**src/rtl/decode_stage_if.sv**
```systemverilog
// Fetch-side, execute-side and multdiv-writeback signals of the decode stage.
// The decode stage connects to the slave modport and its environment connects to the master modport.
interface decode_stage_if #(
  parameter int INSN_W     = 32,
  parameter int PC_W       = 32,
  parameter int REG_ADDR_W = 5
);
  logic                  flush;
  logic                  in_valid;
  logic                  in_ready;
  logic [INSN_W-1:0]     in_insn;
  logic [PC_W-1:0]       in_pc;
  logic                  out_valid;
  logic                  out_ready;
  logic [PC_W-1:0]       out_pc;
  logic [16:0]           out_imm;
  logic [26:0]           out_target;
  logic [REG_ADDR_W-1:0] out_rd;
  logic [REG_ADDR_W-1:0] out_src_a;
  logic [REG_ADDR_W-1:0] out_src_b;
  logic [15:0]           out_ctrl;
  logic                  md_busy;
  logic                  md_wb_valid;
  logic [REG_ADDR_W-1:0] md_wb_rd;

  modport slave (
    input  flush, in_valid, in_insn, in_pc, out_ready, md_wb_valid, md_wb_rd,
    output in_ready, out_valid, out_pc, out_imm, out_target, out_rd,
           out_src_a, out_src_b, out_ctrl, md_busy
  );

  modport master (
    output flush, in_valid, in_insn, in_pc, out_ready, md_wb_valid, md_wb_rd,
    input  in_ready, out_valid, out_pc, out_imm, out_target, out_rd,
           out_src_a, out_src_b, out_ctrl, md_busy
  );
endinterface

```
**src/rtl/decode_stage.sv**
```systemverilog
// Registered decode stage with a mult/div scoreboard; DECODE_PERF_EN adds perf_issued/perf_stalls counters.
// Latency is 1 cycle. The output is held while out_ready=0, and input stalls on a scoreboard hazard or on a full stage.
module decode_stage #(
  parameter int INSN_W     = 32,
  parameter int PC_W       = 32,
  parameter int REG_ADDR_W = 5,
  parameter int LINK_REG   = 31,
  parameter int STATUS_REG = 30
) (
  input  logic           clock,
  input  logic           resetn,
  decode_stage_if.slave  bus
`ifdef DECODE_PERF_EN
  ,
  output logic [31:0]    perf_issued,
  output logic [31:0]    perf_stalls
`endif
);
  localparam logic [4:0] OP_R    = 5'b00000;
  localparam logic [4:0] OP_ADDI = 5'b00101;
  localparam logic [4:0] OP_SW   = 5'b00111;
  localparam logic [4:0] OP_LW   = 5'b01000;
  localparam logic [4:0] OP_BNE  = 5'b00010;
  localparam logic [4:0] OP_BLT  = 5'b00110;
  localparam logic [4:0] OP_J    = 5'b00001;
  localparam logic [4:0] OP_JAL  = 5'b00011;
  localparam logic [4:0] OP_JR   = 5'b00100;
  localparam logic [4:0] OP_BEX  = 5'b10110;
  localparam logic [4:0] OP_SETX = 5'b10101;
  localparam int CTRL_WE   = 11;
  localparam int CTRL_MULT = 10;
  localparam int CTRL_DIV  = 9;
  localparam logic [REG_ADDR_W-1:0] LINK_ADDR   = REG_ADDR_W'(LINK_REG);
  localparam logic [REG_ADDR_W-1:0] STATUS_ADDR = REG_ADDR_W'(STATUS_REG);

  logic [4:0]            opcode;
  logic [4:0]            aluop;
  logic [REG_ADDR_W-1:0] f_rd, f_rs, f_rt;
  logic is_r, is_addi, is_sw, is_lw, is_bne, is_blt, is_j, is_jal, is_jr, is_bex, is_setx;
  logic is_mult, is_div, dec_we, hazard, accept, xfer;
  logic [REG_ADDR_W-1:0] dec_rd, dec_src_a, dec_src_b;
  logic [15:0]           dec_ctrl;
  logic [2**REG_ADDR_W-1:0] sb;

  assign opcode = bus.in_insn[INSN_W-1 -: 5];
  assign f_rd   = bus.in_insn[INSN_W-6 -: REG_ADDR_W];
  assign f_rs   = bus.in_insn[INSN_W-6-REG_ADDR_W -: REG_ADDR_W];
  assign f_rt   = bus.in_insn[INSN_W-6-2*REG_ADDR_W -: REG_ADDR_W];
  assign aluop  = bus.in_insn[6:2];

  always_comb begin
    is_r = 1'b0; is_addi = 1'b0; is_sw = 1'b0; is_lw = 1'b0; is_bne = 1'b0; is_blt = 1'b0;
    is_j = 1'b0; is_jal = 1'b0; is_jr = 1'b0; is_bex = 1'b0; is_setx = 1'b0;
    case (opcode)
      OP_R:    is_r    = 1'b1;
      OP_ADDI: is_addi = 1'b1;
      OP_SW:   is_sw   = 1'b1;
      OP_LW:   is_lw   = 1'b1;
      OP_BNE:  is_bne  = 1'b1;
      OP_BLT:  is_blt  = 1'b1;
      OP_J:    is_j    = 1'b1;
      OP_JAL:  is_jal  = 1'b1;
      OP_JR:   is_jr   = 1'b1;
      OP_BEX:  is_bex  = 1'b1;
      OP_SETX: is_setx = 1'b1;
      default: ;
    endcase
  end

  assign is_mult = is_r & (aluop == 5'b00110);
  assign is_div  = is_r & (aluop == 5'b00111);
  assign dec_rd  = is_jal ? LINK_ADDR : (is_setx ? STATUS_ADDR : f_rd);
  assign dec_we  = (is_r | is_addi | is_lw | is_jal | is_setx) & (dec_rd != '0);

  // j is also raised for jal so execute can treat both as the same unconditional redirect.
  assign dec_ctrl = {is_r, is_addi | is_sw | is_lw | is_bne | is_blt,
                     is_j | is_jal | is_bex | is_setx, is_jr, dec_we, is_mult, is_div,
                     is_bne, is_blt, is_lw, is_sw, is_jr, is_j | is_jal, is_jal, is_bex, is_setx};

  always_comb begin
    dec_src_a = '0;
    dec_src_b = '0;
    if (is_r | is_addi | is_lw | is_sw | is_bne | is_blt) dec_src_a = f_rs;
    else if (is_bex)                                      dec_src_a = STATUS_ADDR;
    if (is_r)                                             dec_src_b = f_rt;
    else if (is_sw | is_bne | is_blt | is_jr)             dec_src_b = f_rd;
  end

  // r0 never hazards. The scoreboard is read as registered, so a writeback releases the stall one cycle later.
  assign hazard = ((dec_src_a != '0) & sb[dec_src_a]) |
                  ((dec_src_b != '0) & sb[dec_src_b]) |
                  ((is_mult | is_div) & bus.md_busy);

  assign bus.in_ready = resetn & ~bus.flush & ~hazard & (~bus.out_valid | bus.out_ready);
  assign accept       = bus.in_valid & bus.in_ready;
  assign xfer         = bus.out_valid & bus.out_ready;

  always_ff @(posedge clock or negedge resetn) begin
    if (!resetn) begin
      bus.out_valid  <= 1'b0;
      bus.out_pc     <= '0;
      bus.out_imm    <= '0;
      bus.out_target <= '0;
      bus.out_rd     <= '0;
      bus.out_src_a  <= '0;
      bus.out_src_b  <= '0;
      bus.out_ctrl   <= '0;
    end else begin
      if (accept) begin
        bus.out_valid  <= 1'b1;
        bus.out_pc     <= bus.in_pc;
        bus.out_imm    <= bus.in_insn[16:0];
        bus.out_target <= bus.in_insn[26:0];
        bus.out_rd     <= dec_rd;
        bus.out_src_a  <= dec_src_a;
        bus.out_src_b  <= dec_src_b;
        bus.out_ctrl   <= dec_ctrl;
      end else if (xfer || bus.flush) begin
        bus.out_valid  <= 1'b0;
      end
    end
  end

  // A flush does not stop a transfer that is already completing, so the scoreboard still tracks it.
  always_ff @(posedge clock or negedge resetn) begin
    if (!resetn) begin
      sb          <= '0;
      bus.md_busy <= 1'b0;
    end else if (bus.md_wb_valid) begin
      sb[bus.md_wb_rd] <= 1'b0;
      bus.md_busy      <= 1'b0;
    end else if (xfer && bus.out_ctrl[CTRL_WE] && (bus.out_ctrl[CTRL_MULT] || bus.out_ctrl[CTRL_DIV])) begin
      sb[bus.out_rd] <= 1'b1;
      bus.md_busy    <= 1'b1;
    end
  end

`ifdef DECODE_PERF_EN
  always_ff @(posedge clock or negedge resetn) begin
    if (!resetn) begin
      perf_issued <= '0;
      perf_stalls <= '0;
    end else begin
      if (xfer)                   perf_issued <= perf_issued + 32'd1;
      if (bus.in_valid && hazard) perf_stalls <= perf_stalls + 32'd1;
    end
  end
`endif
endmodule

```
**src/flat_wrapper.sv**
```systemverilog
// flat-port wrapper written by rule: the top's interface ports become plain ports
module decode_stage_flat 
#(
  parameter int INSN_W     = 32,
  parameter int PC_W       = 32,
  parameter int REG_ADDR_W = 5,
  parameter int LINK_REG   = 31,
  parameter int STATUS_REG = 30
)
  (clock, resetn, bus_flush, bus_in_valid, bus_in_insn, bus_in_pc, bus_out_ready, bus_md_wb_valid, bus_md_wb_rd, bus_in_ready, bus_out_valid, bus_out_pc, bus_out_imm, bus_out_target, bus_out_rd, bus_out_src_a, bus_out_src_b, bus_out_ctrl, bus_md_busy);
  decode_stage_if #(.INSN_W(INSN_W), .PC_W(PC_W), .REG_ADDR_W(REG_ADDR_W)) bus_i ();
  input  logic clock;
  input  logic resetn;
  input wire logic [$bits(bus_i.flush)-1:0] bus_flush;
  input wire logic [$bits(bus_i.in_valid)-1:0] bus_in_valid;
  input wire logic [$bits(bus_i.in_insn)-1:0] bus_in_insn;
  input wire logic [$bits(bus_i.in_pc)-1:0] bus_in_pc;
  input wire logic [$bits(bus_i.out_ready)-1:0] bus_out_ready;
  input wire logic [$bits(bus_i.md_wb_valid)-1:0] bus_md_wb_valid;
  input wire logic [$bits(bus_i.md_wb_rd)-1:0] bus_md_wb_rd;
  output wire logic [$bits(bus_i.in_ready)-1:0] bus_in_ready;
  output wire logic [$bits(bus_i.out_valid)-1:0] bus_out_valid;
  output wire logic [$bits(bus_i.out_pc)-1:0] bus_out_pc;
  output wire logic [$bits(bus_i.out_imm)-1:0] bus_out_imm;
  output wire logic [$bits(bus_i.out_target)-1:0] bus_out_target;
  output wire logic [$bits(bus_i.out_rd)-1:0] bus_out_rd;
  output wire logic [$bits(bus_i.out_src_a)-1:0] bus_out_src_a;
  output wire logic [$bits(bus_i.out_src_b)-1:0] bus_out_src_b;
  output wire logic [$bits(bus_i.out_ctrl)-1:0] bus_out_ctrl;
  output wire logic [$bits(bus_i.md_busy)-1:0] bus_md_busy;
  assign bus_i.flush = bus_flush;
  assign bus_i.in_valid = bus_in_valid;
  assign bus_i.in_insn = bus_in_insn;
  assign bus_i.in_pc = bus_in_pc;
  assign bus_i.out_ready = bus_out_ready;
  assign bus_i.md_wb_valid = bus_md_wb_valid;
  assign bus_i.md_wb_rd = bus_md_wb_rd;
  assign bus_in_ready = bus_i.in_ready;
  assign bus_out_valid = bus_i.out_valid;
  assign bus_out_pc = bus_i.out_pc;
  assign bus_out_imm = bus_i.out_imm;
  assign bus_out_target = bus_i.out_target;
  assign bus_out_rd = bus_i.out_rd;
  assign bus_out_src_a = bus_i.out_src_a;
  assign bus_out_src_b = bus_i.out_src_b;
  assign bus_out_ctrl = bus_i.out_ctrl;
  assign bus_md_busy = bus_i.md_busy;
  decode_stage #(.INSN_W(INSN_W), .PC_W(PC_W), .REG_ADDR_W(REG_ADDR_W), .LINK_REG(LINK_REG), .STATUS_REG(STATUS_REG)) u_core (.clock(clock), .resetn(resetn), .bus(bus_i));
endmodule
```
**config.mk**
```make
export PLATFORM = sky130hd
export DESIGN_NAME = decode_stage_flat
export DESIGN_NICKNAME = d
export VERILOG_FILES = /design/src/rtl/decode_stage_if.sv /design/src/rtl/decode_stage.sv /design/src/flat_wrapper.sv
export SDC_FILE = /design/constraint.sdc
export NUM_CORES = 1
export LEC_CHECK = 0
export BUFFER_PORTS_ARGS = -buffer_cell sky130_fd_sc_hd__buf_2
export CELL_PAD_IN_SITES_DETAIL_PLACEMENT = 1
export CELL_PAD_IN_SITES_GLOBAL_PLACEMENT = 1
export CORE_ASPECT_RATIO = 0.9
export CORE_MARGIN = 2
export CORE_UTILIZATION = 40
export CTS_CLUSTER_SIZE = 30
export DETAILED_ROUTE_END_ITERATION = 6
export GPL_ROUTABILITY_DRIVEN = 0
export PLACE_DENSITY_LB_ADDON = 0.3
export SLEW_MARGIN = 20
export SYNTH_ARGS = -nofsm -noshare
export SYNTH_HDL_FRONTEND = slang
export SYNTH_SLANG_ARGS = --single-unit
export TNS_END_PERCENT = 10
```
**constraint.sdc**
```tcl
create_clock -name clock -period 3.9 [get_ports clock]
set_input_delay 0.39 -clock clock [delete_from_list [all_inputs] [get_ports clock]]
set_output_delay 0.39 -clock clock [all_outputs]
set_load 0.1 [all_outputs]
```
# [Yosys cells after proc, flatten, opt, wreduce, memory -nomap -nowiden]
# Index checks and enable logic that the tools add are counted.
[classes] n_lt_le_gt_ge=6 eq_ne=12 n_mux=31 n_bitwise=38 n_reduce_logical=12
[op_table] cell="$mux W32" count=2
[op_table] cell="$and A32 B32 Y32" count=1
[op_table] cell="$not A32 Y32" count=1
[op_table] cell="$or A32 B32 Y32" count=1
[op_table] cell="$eq A5 B3 Y1 const B" count=6
[op_table] cell="$mux W5" count=6
[op_table] cell="$lt A5 B6 Y1 const B" count=4
[op_table] cell="$or A1 B1 Y1" count=21
[op_table] cell="$mux W1" count=19
[op_table] cell="$reduce_bool A5 Y1" count=3
[op_table] cell="$and A1 B1 Y1" count=11
[op_table] cell="$bmux W1 S5" count=2
[op_table] cell="$demux W1 S5" count=2
[op_table] cell="$eq A5 B2 Y1 const B" count=2
[op_table] cell="$eq A5 B5 Y1 const B" count=2
[op_table] cell="$ge A5 B1 Y1 const B" count=2
[op_table] cell="$eq A5 B1 Y1 const B" count=1
[op_table] cell="$eq A5 B4 Y1 const B" count=1
[op_table] cell="$logic_not A5 Y1" count=1
[op_table] cell="$logic_and A1 B1 Y1" count=4
[op_table] cell="$reduce_bool A2 Y1" count=2
[op_table] cell="$not A1 Y1" count=3
[op_table] cell="$logic_or A1 B1 Y1" count=2
[totals] register_bits=141 in_bits=75 output_inout_bits=110 word_cells=109

# [Logic depth before layout (Yosys ltp)]
# Gate-level depths: netlist of run 1.
[logic_depth] depth_word=18 mapped_depth=13

# [Least setup slack after synthesis of run 1]
# OpenSTA, ideal clock, no wires.
[synth_path] path_kind="input to output" start="input port bus_in_insn[29]" end="output port bus_in_ready" arrival_time_ns=3.994 t_required_ns=3.510 path_slack_ns=-0.484 path_stages=10 path_buffers=2 cell_sequence="buf_2 and3b_1 clkbuf_1 a22oi_1 mux2_2 o311a_1 o211ai_1 o2111ai_2 or3b_2 nor2_1"
[synth_via] elab_chain_cells=16 word_cells_on_any_way=45
[synth_rtl] item="from (decl)" line_no="flat_wrapper.sv:16" source="input wire logic [$bits(bus_i.in_insn)-1:0] bus_in_insn;"
[synth_rtl] item="$eq A5 B3 Y1 or $logic_not A5 Y1 (tied branches)" line_no="decode_stage.sv:54" source="case (opcode)"
[synth_rtl] item="$mux W1" line_no="decode_stage.sv:54"
[synth_rtl] item="$or A1 B1 Y1 (5 in series)" line_no="decode_stage.sv:83" source="if (is_r | is_addi | is_lw | is_sw | is_bne | is_blt) dec_src_a = f_rs;"
[synth_rtl] item="$mux W5" line_no="decode_stage.sv:83"
[synth_rtl] item="$bmux W1 S5" line_no="decode_stage.sv:90" source="assign hazard = ((dec_src_a != '0) & sb[dec_src_a]) |"
[synth_rtl] item="$mux W1 (not written as such)" line_no="decode_stage.sv:90"
[synth_rtl] item="$and A1 B1 Y1" line_no="decode_stage.sv:90"
[synth_rtl] item="$or A1 B1 Y1" line_no="decode_stage.sv:90"
[synth_rtl] item="$or A1 B1 Y1 *" line_no="decode_stage.sv:91" source="((dec_src_b != '0) & sb[dec_src_b]) |"
[synth_rtl] item="$not A1 Y1 *" line_no="decode_stage.sv:94" source="assign bus.in_ready = resetn & ~bus.flush & ~hazard & (~bus.out_valid | bus.out_ready);"
[synth_rtl] item="$and A1 B1 Y1 * (2 in series)" line_no="decode_stage.sv:94"
[synth_rtl] item="to (decl)" line_no="flat_wrapper.sv:21" source="output wire logic [$bits(bus_i.in_ready)-1:0] bus_in_ready;"
# Every way passes the cells marked *; elsewhere a longest branch is shown, timed or not. The select of a mux whose other input is x is not followed.

# [Worst setup path after layout of run 1]
[layout_path] start="input port bus_in_insn[28]" end="output port bus_in_ready"
# The elaborated chain is that of the path after synthesis.

==> impl_metrics.json, run 1 <==
{
  "rows": 43,
  "multi_input_area_um2": 2930,
  "fin_crit_ns": 3.69,
  "cp_slowest_cell": "or3b_2",
  "synth.area.top_cells": "dfrtp_1 (48%), mux2_2 (15%), o21ai_0 (5.0%)",
  "arrival_ns": 3.30,
  "firstDrtPassIters": 5,
  "yosysSeqAreaShare": 0.485,
  "drive_gt1_frac": 0.426,
  "die_h_um": 123,
  "fmax_mhz": 271,
  "finClkSkew_ns": 0.00926,
  "io-pin-count": 185,
  "worst_slew_margin_rel": 0.304,
  "ctsResizeCount": 0,
  "htreeDepth": 4,
  "grt_pass1_vias": 5793,
  "drc": 0,
  "drt-initial-drc-count": 447,
  "crit_top_cell": "nor2_1",
  "core-area_um2": 15400,
  "critPathCaptureType": "output pin",
  "track_usage": 0.254,
  "status": "finished, final reports clean",
  "yosysUniqueCellTypes": 65,
  "cts_buffers": 17,
  "ys_seq_elements": 122,
  "nets": 821,
  "setup_viol": 0,
  "path_cells": "buf_2, or3b_1, o22ai_1, nor2_1, buf_4, nor2_1, a2111o_1, o2111ai_2, or3b_2, nor2_4, buf_12",
  "insertion_delay_ns": 0.43,
  "fin_util": 0.516,
  "tns_ns": 0,
  "grt_max_degree": 73,
  "synth_ff_type": "dfrtp_1",
  "cts_tree": "built",
  "path_clk_slew_ns": 0.05,
  "rsz0062_at_grt": "no",
  "antenna_found_initial": 0,
  "dieArea_um2": 16800,
  "worstMarginPinSlew_ns": 1.03,
  "drv_slew": 0,
  "cap_violations": 0,
  "hpwl_mm": 15.7,
  "ant_nets": 0,
  "crit_required_ns": 3.51,
  "nFillCells": 1753,
  "syn_nets": 657,
  "async_flop_share": 1.00,
  "synth_edf_count": 0,
  "overflow": 0,
  "start_util": 0.409,
  "cts.sinks": 122,
  "crit_type": "in2out",
  "postCtsSetupBuffers": 0,
  "cts_hold_buf": 0,
  "yosysTopAreaCell": "dfrtp_1",
  "crit_fanout": 17,
  "antenna_cells": 0,
  "ys_top_cells_by_count": "dfrtp_1 (122), mux2_2 (84), o21ai_0 (63)",
  "holdCritPathClass": "in2async",
  "critPathLaunchType": "input pin",
  "yosysMostFrequentCell": "dfrtp_1",
  "place_area_um2": 7310,
  "synthToLayoutAreaGrowth_pct": 26.0,
  "critical_path.max_stage_delay_ns": 0.54,
  "wl_mm": 20.9,
  "grt_pass1_wl_mm": 32.2,
  "port_buffers": 184,
  "syn_inst": 582,
  "dieWidth_um": 136,
  "reg2regPathDepth": 9,
  "seq_area_um2": 3050,
  "wire_per_inst_um": 21.7,
  "cts_root_buf": "clkbuf_16",
  "synth_top_area_frac": 0.485,
  "yosys_warnings": 0,
  "r2r-start": "u_core.sb[16]",
  "finalInstanceArea_um2": 7930,
  "via_per_inst": 5.76,
  "via_count": 5533,
  "avgSynthCellArea_um2": 10.8,
  "fin_crit_sh": 0.946,
  "synth_area_um2": 6300,
  "cp-startpoint": "bus_in_insn[28]",
  "hold_violations": 0,
  "cts_buffer_depth": 2
}
## sequential cells by signal, summed over array words and instances (netlist names)
| register | flops |
|---|---|
| u_core.bus.out_src_a | 5 |
| u_core.bus.out_ctrl | 15 |
| u_core.bus.out_rd | 5 |
| u_core.bus.out_target | 27 |
| u_core.sb | 31 |
| u_core.bus.md_busy | 1 |
| u_core.bus.out_src_b | 5 |
| u_core.bus.out_valid | 1 |
| u_core.bus.out_pc | 32 |
## per-stage QoR
stage	instances	worst slack [ns]	hold slack, ns
2_1_floorplan	582	0.264	0.0944
3_3_place_gp	929	0.246	0.469
3_5_place_dp	929	0.0777	0.479
4_1_cts	961	0.125	0.167
5_1_grt	961	0.105	0.178
6_report	961	0.212	0.161
## critical path: cells and delay by family
kind	cells	cell delay [ns]
AOI/OAI and AO/OA	3	0.68
buffers and inverters	3	0.65
and+or+nand+nor	5	1.57
## placed cells by master (no fill, tap or decap), types with 8 or more instances in the layout
| cell | count |
|---|---|
| mux2_1 | 9 |
| o21ai_0 | 63 |
| nand2_1 | 32 |
| nor3_1 | 8 |
| o211ai_1 | 12 |
| nand3_1 | 19 |
| nand3b_1 | 8 |
| dfrtp_1 | 122 |
| nand2b_1 | 8 |
| nor2_1 | 26 |
| a21oi_1 | 17 |
| inv_1 | 10 |
| mux2_2 | 84 |
| nor2b_1 | 8 |
| clkbuf_16 | 17 |
| mux2i_1 | 11 |
| buf_2 | 182 |
| buf_4 | 11 |
## cell type report
class | instances | area share
Clock inverter | 14 | 0.0235
Timing Repair Buffer | 195 | 0.130
Tap cell | 202 | 0.0319
Sequential cell | 122 | 0.385
Multi-Input combinational cell | 400 | 0.369
Clock buffer | 18 | 0.0554
Inverter | 10 | 0.00473
## worst paths after layout
kind                                              to  slack, ns
setup / recovery                        bus_in_ready       0.21
setup reg to reg               u_core.bus.out_pc[28]       1.14
max in group asynchronous              u_core.sb[11]       2.36
hold / removal             u_core.bus.out_target[18]       0.16
min in group clock             u_core.bus.out_pc[26]       0.18
hold reg to reg                u_core.bus.out_pc[25]       0.49
## cell families after synthesis
family / after synthesis / synth area share
flip-flops: 122 / 0.485
buffers and inverters: 60 / 0.0515
AO/OA/AOI/OAI: 148 / 0.151
AND/OR/NAND/NOR: 148 / 0.129
multiplexers: 104 / 0.184
## per-layer routing
layer	vias up	wire length [um]	GRT usage
met4	0	569	0.0951
li1	2464	-	-
met1	2777	8530	0.324
met3	49	1610	0.0816
met2	243	10200	0.404
met5	-	0	0
Power of run 1 is not shown: default switching activity piles up to over one toggle a cycle in this logic, so the estimate is an artifact.
==> inputs of run 2 (changes only) <==
--- a/config.mk
+++ b/config.mk
@@ -14,7 +14,7 @@
 export CTS_CLUSTER_SIZE = 30
 export DETAILED_ROUTE_END_ITERATION = 6
 export GPL_ROUTABILITY_DRIVEN = 0
-export PLACE_DENSITY_LB_ADDON = 0.3
+export PLACE_DENSITY = 0.77
 export SLEW_MARGIN = 20
 export SYNTH_ARGS = -nofsm -noshare
 export SYNTH_HDL_FRONTEND = slang
==> run 2 against run 1 <==
- final area shrank 0.27%
- highest routed layer unchanged
- clock skew increased by 0.0015 ns
- first-iteration DRC count decreased by 17%
- cell count is 0.10% higher
- critical endpoint unchanged
- register-to-register slack got worse by 0.09 ns
- critical path depth decreased by 1
==> impl_metrics.json, run 2 (synthesis results as in run 1) <==
{
  "fin_ws_ns": 0.0989,
  "place_inst": 929,
  "critPathLaunchType": "input pin",
  "crit_fanout": 17,
  "holdCritPathClass": "in2async",
  "grt_pass1_vias": 5726,
  "fin_crit_ns": 3.80,
  "firstDrtPassIters": 5,
  "hold_violations": 0,
  "cts_buffers": 17,
  "nets": 821,
  "cts.sinks": 122,
  "antenna_found_initial": 1,
  "htreeDepth": 4,
  "wl_mm": 21.4,
  "hpwl_mm": 15.5,
  "via_per_inst": 5.78,
  "port_buffers": 184,
  "largest-register": "u_core.bus.out_pc",
  "crit_type": "in2out",
  "grt_max_degree": 91,
  "finalInstanceArea_um2": 7910,
  "wire_per_inst_um": 22.2,
  "cts_buffer_depth": 2,
  "finClkSkew_ns": 0.0108,
  "grt_pass1_wl_mm": 32.0,
  "die_h_um": 123,
  "via_count": 5565,
  "dieArea_um2": 16800,
  "cap_violations": 0,
  "cts_hold_buf": 0,
  "final_common_cell": "buf_2",
  "core-area_um2": 15400,
  "largest_reg_flops": 32,
  "drive_gt1_frac": 0.424,
  "synthToLayoutAreaGrowth_pct": 25.6,
  "ant_nets": 0,
  "crit_required_ns": 3.51,
  "cts_tree": "built",
  "arrival_ns": 3.41,
  "tns_ns": 0,
  "io-pin-count": 185,
  "status": "finished, final reports clean",
  "place_area_um2": 7310,
  "top_regs": "u_core.bus.out_pc (32), u_core.sb (31), u_core.bus.out_target (27)",
  "ctsResizeCount": 0,
  "start_util": 0.409,
  "fin_crit_sh": 0.975,
  "layout_common_cells": "buf_2 (182), dfrtp_1 (122), mux2_2 (84)",
  "final_cells": 962,
  "setup_viol": 0,
  "drt-initial-drc-count": 372,
  "preCtsSetupSlack_ns": 0.0739,
  "worst_slew_margin_rel": 0.282,
  "drv_slew": 0,
  "critPathCaptureType": "output pin",
  "drc": 0,
  "dieWidth_um": 136,
  "worstMarginPinSlew_ns": 1.07,
  "cts_root_buf": "clkbuf_16",
  "rows": 43,
  "postCtsSetupBuffers": 0,
  "insertion_delay_ns": 0.43,
  "rsz0062_at_grt": "no",
  "track_usage": 0.254,
  "path_clk_slew_ns": 0.06,
  "fmax_mhz": 263,
  "overflow": 0
}
==> run 2: layer usage <==
| layer | vias to the layer above | track usage | part of all wire |
|---|---|---|---|
| li1 | 2454 | - | - |
| met1 | 2857 | 0.316 | 0.41 |
| met2 | 215 | 0.421 | 0.50 |
| met3 | 39 | 0.0701 | 0.062 |
| met4 | 0 | 0.0996 | 0.030 |
| met5 | - | 0 | 0 |
==> run 2: path summary, 6_finish.rpt <==
kind	from	end	slack, ns	cells after the start
max	bus_in_insn[28]	bus_in_ready	0.1	10
min reg2reg	u_core.bus.out_pc[23]	u_core.bus.out_pc[23]	0.49	1
max reg2reg	u_core.sb[16]	u_core.bus.out_ctrl[12]	1.05	9
min in group clock	bus_in_pc[27]	u_core.bus.out_pc[27]	0.18	2
max in group asynchronous	resetn	u_core.bus.out_target[21]	2.71	3
min	resetn	u_core.sb[25]	0.03	2
==> run 2: area by class of cell <==
cell class	instances	area (um^2)
diodes	1	2.50
clock buffers	17	425
clock inverters	15	175
fillers	1751	7470
inverters	10	37.5
multi-input cells	400	2930
flip-flops and latches	122	3050
well taps	202	253
repair buffers	195	1040
==> run 2: critical path, stage by stage <==
cell and delay, ns:
buf_2 0.26, or3b_1 0.52, o32ai_2 0.31, or2_1 0.41, o21ai_0 0.17, o211ai_1 0.25, o2111ai_2 0.20, or3b_2 0.53
nor2_4 0.16, buf_12 0.19
==> run 2: per-stage QoR <==
| stage | util | hold WS, ns |
|---|---|---|
| floorplan | - | 0.0944 |
| global placement | 0.475 | 0.466 |
| detailed placement | 0.475 | 0.471 |
| CTS | 0.514 | 0.0404 |
| global route | 0.514 | 0.0472 |
| finish | 0.514 | 0.0268 |
Power of run 2 is left out for the same reason.
